[src/rtl/sobel_avalon_master.sv]
// Avalon-MM master for the Sobel core: serves pixel reads and drains buffered
// output-pixel writes through one bus port, one transaction outstanding at a time.
module sobel_avalon_master #(
    parameter int WBUF_DEPTH = 4,
    parameter int ADDR_W     = 32
) (
    input  logic              clk,
    input  logic              rst,
    input  logic              read_enable,
    input  logic [ADDR_W-1:0] pix_address,
    input  logic              write_out_enable,
    input  logic [ADDR_W-1:0] write_addr,
    input  logic [31:0]       sobel_pixel,
    output logic [31:0]       read_word,
    output logic              data_ready,
    output logic              wbuf_full,
    output logic              writes_idle,
    output logic              wr_overflow,
    output logic [ADDR_W-1:0] avm_address,
    output logic              avm_read,
    output logic              avm_write,
    output logic [31:0]       avm_writedata,
    output logic [3:0]        avm_byteenable,
    input  logic              avm_waitrequest,
    input  logic [31:0]       avm_readdata,
    input  logic              avm_readdatavalid
);

    localparam int PW = $clog2(WBUF_DEPTH);
    localparam int CW = PW + 1;
    localparam logic [CW-1:0] FULL_CNT = CW'(WBUF_DEPTH);

    localparam logic [1:0] IDLE    = 2'd0;
    localparam logic [1:0] RD_REQ  = 2'd1;
    localparam logic [1:0] RD_WAIT = 2'd2;
    localparam logic [1:0] WR_REQ  = 2'd3;

    logic [1:0]        state_q, state_d;
    logic [ADDR_W-1:0] addr_q, addr_d;
    logic              rd_q, rd_d;
    logic              wr_q, wr_d;
    logic [31:0]       wdata_q, wdata_d;
    logic [31:0]       rword_q, rword_d;
    logic              dready_q, dready_d;
    logic              ovf_q, ovf_d;

    logic [ADDR_W-1:0] wb_addr_q [WBUF_DEPTH];
    logic [31:0]       wb_data_q [WBUF_DEPTH];
    logic [PW-1:0]     wptr_q, wptr_d;
    logic [PW-1:0]     rptr_q, rptr_d;
    logic [CW-1:0]     count_q, count_d;

    logic full;
    logic push;
    logic pop;

    assign full = (count_q == FULL_CNT);
    // A strobe while full is dropped even if the head pops this cycle.
    assign push = write_out_enable && !full;

    always_comb begin
        state_d  = state_q;
        addr_d   = addr_q;
        rd_d     = rd_q;
        wr_d     = wr_q;
        wdata_d  = wdata_q;
        rword_d  = rword_q;
        dready_d = 1'b0;
        ovf_d    = ovf_q | (write_out_enable && full);
        pop      = 1'b0;

        case (state_q)
            IDLE: begin
                if (full) begin
                    state_d = WR_REQ;
                    wr_d    = 1'b1;
                    addr_d  = wb_addr_q[rptr_q];
                    wdata_d = wb_data_q[rptr_q];
                end else if (read_enable && !dready_q) begin
                    state_d = RD_REQ;
                    rd_d    = 1'b1;
                    addr_d  = pix_address;
                end else if (count_q != '0) begin
                    state_d = WR_REQ;
                    wr_d    = 1'b1;
                    addr_d  = wb_addr_q[rptr_q];
                    wdata_d = wb_data_q[rptr_q];
                end
            end
            RD_REQ: begin
                if (!avm_waitrequest) begin
                    state_d = RD_WAIT;
                    rd_d    = 1'b0;
                end
            end
            RD_WAIT: begin
                if (avm_readdatavalid) begin
                    rword_d  = avm_readdata;
                    dready_d = 1'b1;
                    state_d  = IDLE;
                end
            end
            WR_REQ: begin
                if (!avm_waitrequest) begin
                    pop     = 1'b1;
                    wr_d    = 1'b0;
                    state_d = IDLE;
                end
            end
            default: begin
                state_d = IDLE;
                rd_d    = 1'b0;
                wr_d    = 1'b0;
            end
        endcase
    end

    always_comb begin
        wptr_d  = wptr_q;
        rptr_d  = rptr_q;
        count_d = count_q;
        if (push) begin
            wptr_d = wptr_q + 1'b1;
        end
        if (pop) begin
            rptr_d = rptr_q + 1'b1;
        end
        case ({push, pop})
            2'b10:   count_d = count_q + 1'b1;
            2'b01:   count_d = count_q - 1'b1;
            default: count_d = count_q;
        endcase
    end

    always_ff @(posedge clk) begin
        if (push) begin
            wb_addr_q[wptr_q] <= write_addr;
            wb_data_q[wptr_q] <= sobel_pixel;
        end
    end

    always_ff @(posedge clk) begin
        if (rst) begin
            state_q  <= IDLE;
            addr_q   <= '0;
            rd_q     <= 1'b0;
            wr_q     <= 1'b0;
            wdata_q  <= '0;
            rword_q  <= '0;
            dready_q <= 1'b0;
            ovf_q    <= 1'b0;
            wptr_q   <= '0;
            rptr_q   <= '0;
            count_q  <= '0;
        end else begin
            state_q  <= state_d;
            addr_q   <= addr_d;
            rd_q     <= rd_d;
            wr_q     <= wr_d;
            wdata_q  <= wdata_d;
            rword_q  <= rword_d;
            dready_q <= dready_d;
            ovf_q    <= ovf_d;
            wptr_q   <= wptr_d;
            rptr_q   <= rptr_d;
            count_q  <= count_d;
        end
    end

    assign read_word      = rword_q;
    assign data_ready     = dready_q;
    assign wbuf_full      = full;
    assign writes_idle    = (count_q == '0) && (state_q != WR_REQ);
    assign wr_overflow    = ovf_q;
    assign avm_address    = addr_q;
    assign avm_read       = rd_q;
    assign avm_write      = wr_q;
    assign avm_writedata  = wdata_q;
    assign avm_byteenable = 4'hF;

endmodule

[config.mk]
export PLATFORM = sky130hd
export DESIGN_NAME = sobel_avalon_master
export DESIGN_NICKNAME = d
export VERILOG_FILES = /design/src/rtl/sobel_avalon_master.sv
export SDC_FILE = /design/constraint.sdc
export NUM_CORES = 1
export LEC_CHECK = 0
export CAP_MARGIN = 30
export CORE_MARGIN = 3
export CORE_UTILIZATION = 25
export DETAILED_ROUTE_END_ITERATION = 7
export SLEW_MARGIN = 20
export SYNTH_ARGS = -nofsm -noshare
export SYNTH_HDL_FRONTEND = slang
export SYNTH_SLANG_ARGS = --single-unit
[constraint.sdc]
create_clock -name clk -period 2.65 [get_ports clk]
set_input_delay 0.795 -clock clk [delete_from_list [all_inputs] [get_ports clk]]
set_output_delay 0.795 -clock clk [all_outputs]
set_load 0.02 [all_outputs]
==> results.yml <==
run_status:
  status: "complete, no violations"
global_route:
  grt_pass1_vias: 8215
  grt_start_max_net_pins: 67
  antenna_found_initial: 1
  grt_usage: 0.114
  overflow: 0
  grt_pass1_wl_mm: 49.7
sta:
  fin_ws_ns: 0.197
  skew_ns: 0.0160
  post-route-period-util: 0.926
  hold_violations: 0
  tns_ns: 0
  setup_viol: 0
  drv_slew: 0
  slew_headroom: 0.636
  fin_crit_ns: 2.45
  rsz0062_at_grt: "false"
  worst_pin_slew_ns: 0.542
  max_freq_mhz: 408
synthesis:
  ys_types: 32
  yosysWarnings: 0
  yosysMostFrequentCell: "edfxtp_1"
  synth_top_area_frac: 0.566
  postSynthAreaPerCell_um2: 16.0
  synth-main-ff-cell: "edfxtp_1"
  syn_inst: 847
  synth_seq_area_share: 0.730
  netlist_area_um2: 13600
  yosys.area.top_type: "edfxtp_1"
  async_flop_share: 0
  ys_ff_latch: 367
  synthTopCellsByArea: "edfxtp_1 (57%), dfxtp_1 (16%), mux4_2 (11%), nand2_1 (3.7%), a21oi_1 (2.7%)"
  synth_common_cells: "edfxtp_1 (256), nand2_1 (133), dfxtp_1 (111), a21oi_1 (72), mux4_2 (64)"
  synth_edf_count: 256
placement:
  numPortBuffers: 235
  dp.cells: 1743
  gp_congestion: 0.730
  dp_hpwl_mm: 20.6
  dp_slack_ns: -0.0893
power:
  power.leakage_nw: 6.05
  p_per_area_nw_per_um2: 850
  power_w: 0.0157
  max-vdd-ir-drop_mv: 0.542
die:
  initial_core_util: 0.255
  core_region_area_um2: 53200
  io_pins: 240
  die_area_um2: 57100
  die_width_um: 239
  fp-row-count: 84
  fp.dieH_um: 239
run:
  maxCapViolCount: 0
cts:
  clk_pin_slew_ns: 0.06
  clkSinkCount: 367
  cts-root-buf: "clkbuf_16"
  clk_path_buf_depth: 3
  insertion_delay_ns: 0.55
  cts_made_buffers: 43
  htree_levels: 2
  cts_tree: "done"
  postCtsHoldBufs: 0
  postCtsSetupBuffers: 0
drt:
  wire_per_inst_um: 18.0
  drt_iter0_drc: 361
  first_pass_iters: 5
  drc: 0
  vias: 7863
  via_per_inst: 4.32
  routed_wirelength_mm: 32.8
  ant_nets: 0
worst_setup_path:
  cp.required_ns: 1.86
  start_kind: "register"
  worstSetupEndpointType: "output pin"
  critPathKind: "reg -> out"
  path_max_fanout: 6
  reg2reg_slack_ns: 0.30
  cp.arrival_ns: 1.66
layout:
  finish.utilization: 0.347
  nNetsFinal: 1240
  layout-drive-gt1-share: 0.150
  synthToLayoutAreaGrowth_pct: 35.9
  diodes: 0
  fin_cells: 1822
min_path:
  hold_path_class: "reg -> reg"
==> placed cells by master (no fill, tap or decap), types with 3 or more instances in the layout <==
cell	instances
mux4_2	64
a21oi_1	72
nor2_1	45
inv_1	8
clkbuf_16	45
clkdlybuf4s50_1	232
clkinvlp_4	3
and3_4	4
edfxtp_1	256
clkinv_2	6
nand2_1	133
o21ai_0	3
buf_4	12
conb_1	4
xor2_1	3
mux2i_1	32
dfxtp_1	109
bufinv_16	7
clkbuf_1	12
ha_1	5
buf_12	17
a211oi_1	33
==> registers in the layout (all words and copies together), names as in the netlist, named ones only <==
name           flops
state_q            2
avm_address       32
wb_addr_q        128
read_word         32
avm_writedata     32
count_q            3
wptr_q             2
wb_data_q        128
avm_write          1
avm_read           1
data_ready         1
wr_overflow        1
rptr_q             2
==> kinds of logic (layout without fill, tap and decap cells) <==
| group | after synthesis | in the layout | synth area share |
|---|---|---|---|
| DFF | 367 | 367 | 0.730 |
| and+or+nand+nor | 194 | 194 | 0.0569 |
| AOI/OAI and AO/OA | 112 | 112 | 0.0499 |
| muxes | 96 | 96 | 0.130 |
| buffers and inverters | 66 | 350 | 0.0237 |
| adders and majority gates | 6 | 6 | 0.00608 |
| xor gates and xnor gates | 5 | 5 | 0.00323 |
| other | 1 | 4 | 0.000276 |
==> path summary, 6_finish.rpt <==
check,from,to,cells past startpoint
max reg2reg,count_q[0],count_q[2],9
max,count_q[0],wbuf_full,3
min,avm_writedata[22],avm_writedata[22],2
min reg2reg,avm_writedata[22],avm_writedata[22],2
==> metrics by stage <==
step           hold slack [ns]  area, µm²
2_1_floorplan            0.469      13600
3_3_place_gp             0.443      17000
6_report                 0.453      18400
5_1_grt                  0.474      18400
4_1_cts                  0.455      18400
3_5_place_dp             0.447      17000
==> timing repair <==
item,4_1_cts,5_1_grt
endpoints found under the hold margin,0,0
endpoints found under the setup margin,2,2
gates resized for setup,4,4
==> layer usage <==
metal / wire length [µm] / global-route usage / part of all wire / vias to the layer above
li1: - / - / - / 3693
met1: 14000 / 0.141 / 0.43 / 3900
met2: 15900 / 0.194 / 0.49 / 218
met3: 2070 / 0.0315 / 0.063 / 50
met4: 749 / 0.0343 / 0.023 / 2
met5: 13 / 0 / 0.00040 / -
==> cell type report <==
class	instances	area, µm²
multi-input cells	417	3370
inverters	8	30.0
flip-flops and latches	367	9920
well taps	688	861
repair buffers	263	2760
clock inverters	20	295
fillers	5083	34700
clock buffers	59	1200
==> worst max-delay path, stage by stage, from the launching register on <==
cell and delay [ns]:
dfxtp_1 0.36, or3b_1 0.44, inv_1 0.11, buf_2 0.20
==> report_power, final <==
group | internal, W | total [W] | leakage [nW] | switching (W)
Sequential | 0.00666 | 0.00689 | 3.26 | 0.000236
Combinational | 0.00120 | 0.00260 | 2.06 | 0.00140
Clock | 0.00386 | 0.00617 | 0.722 | 0.00231
Note: power is estimated with default switching activity, not from simulation.
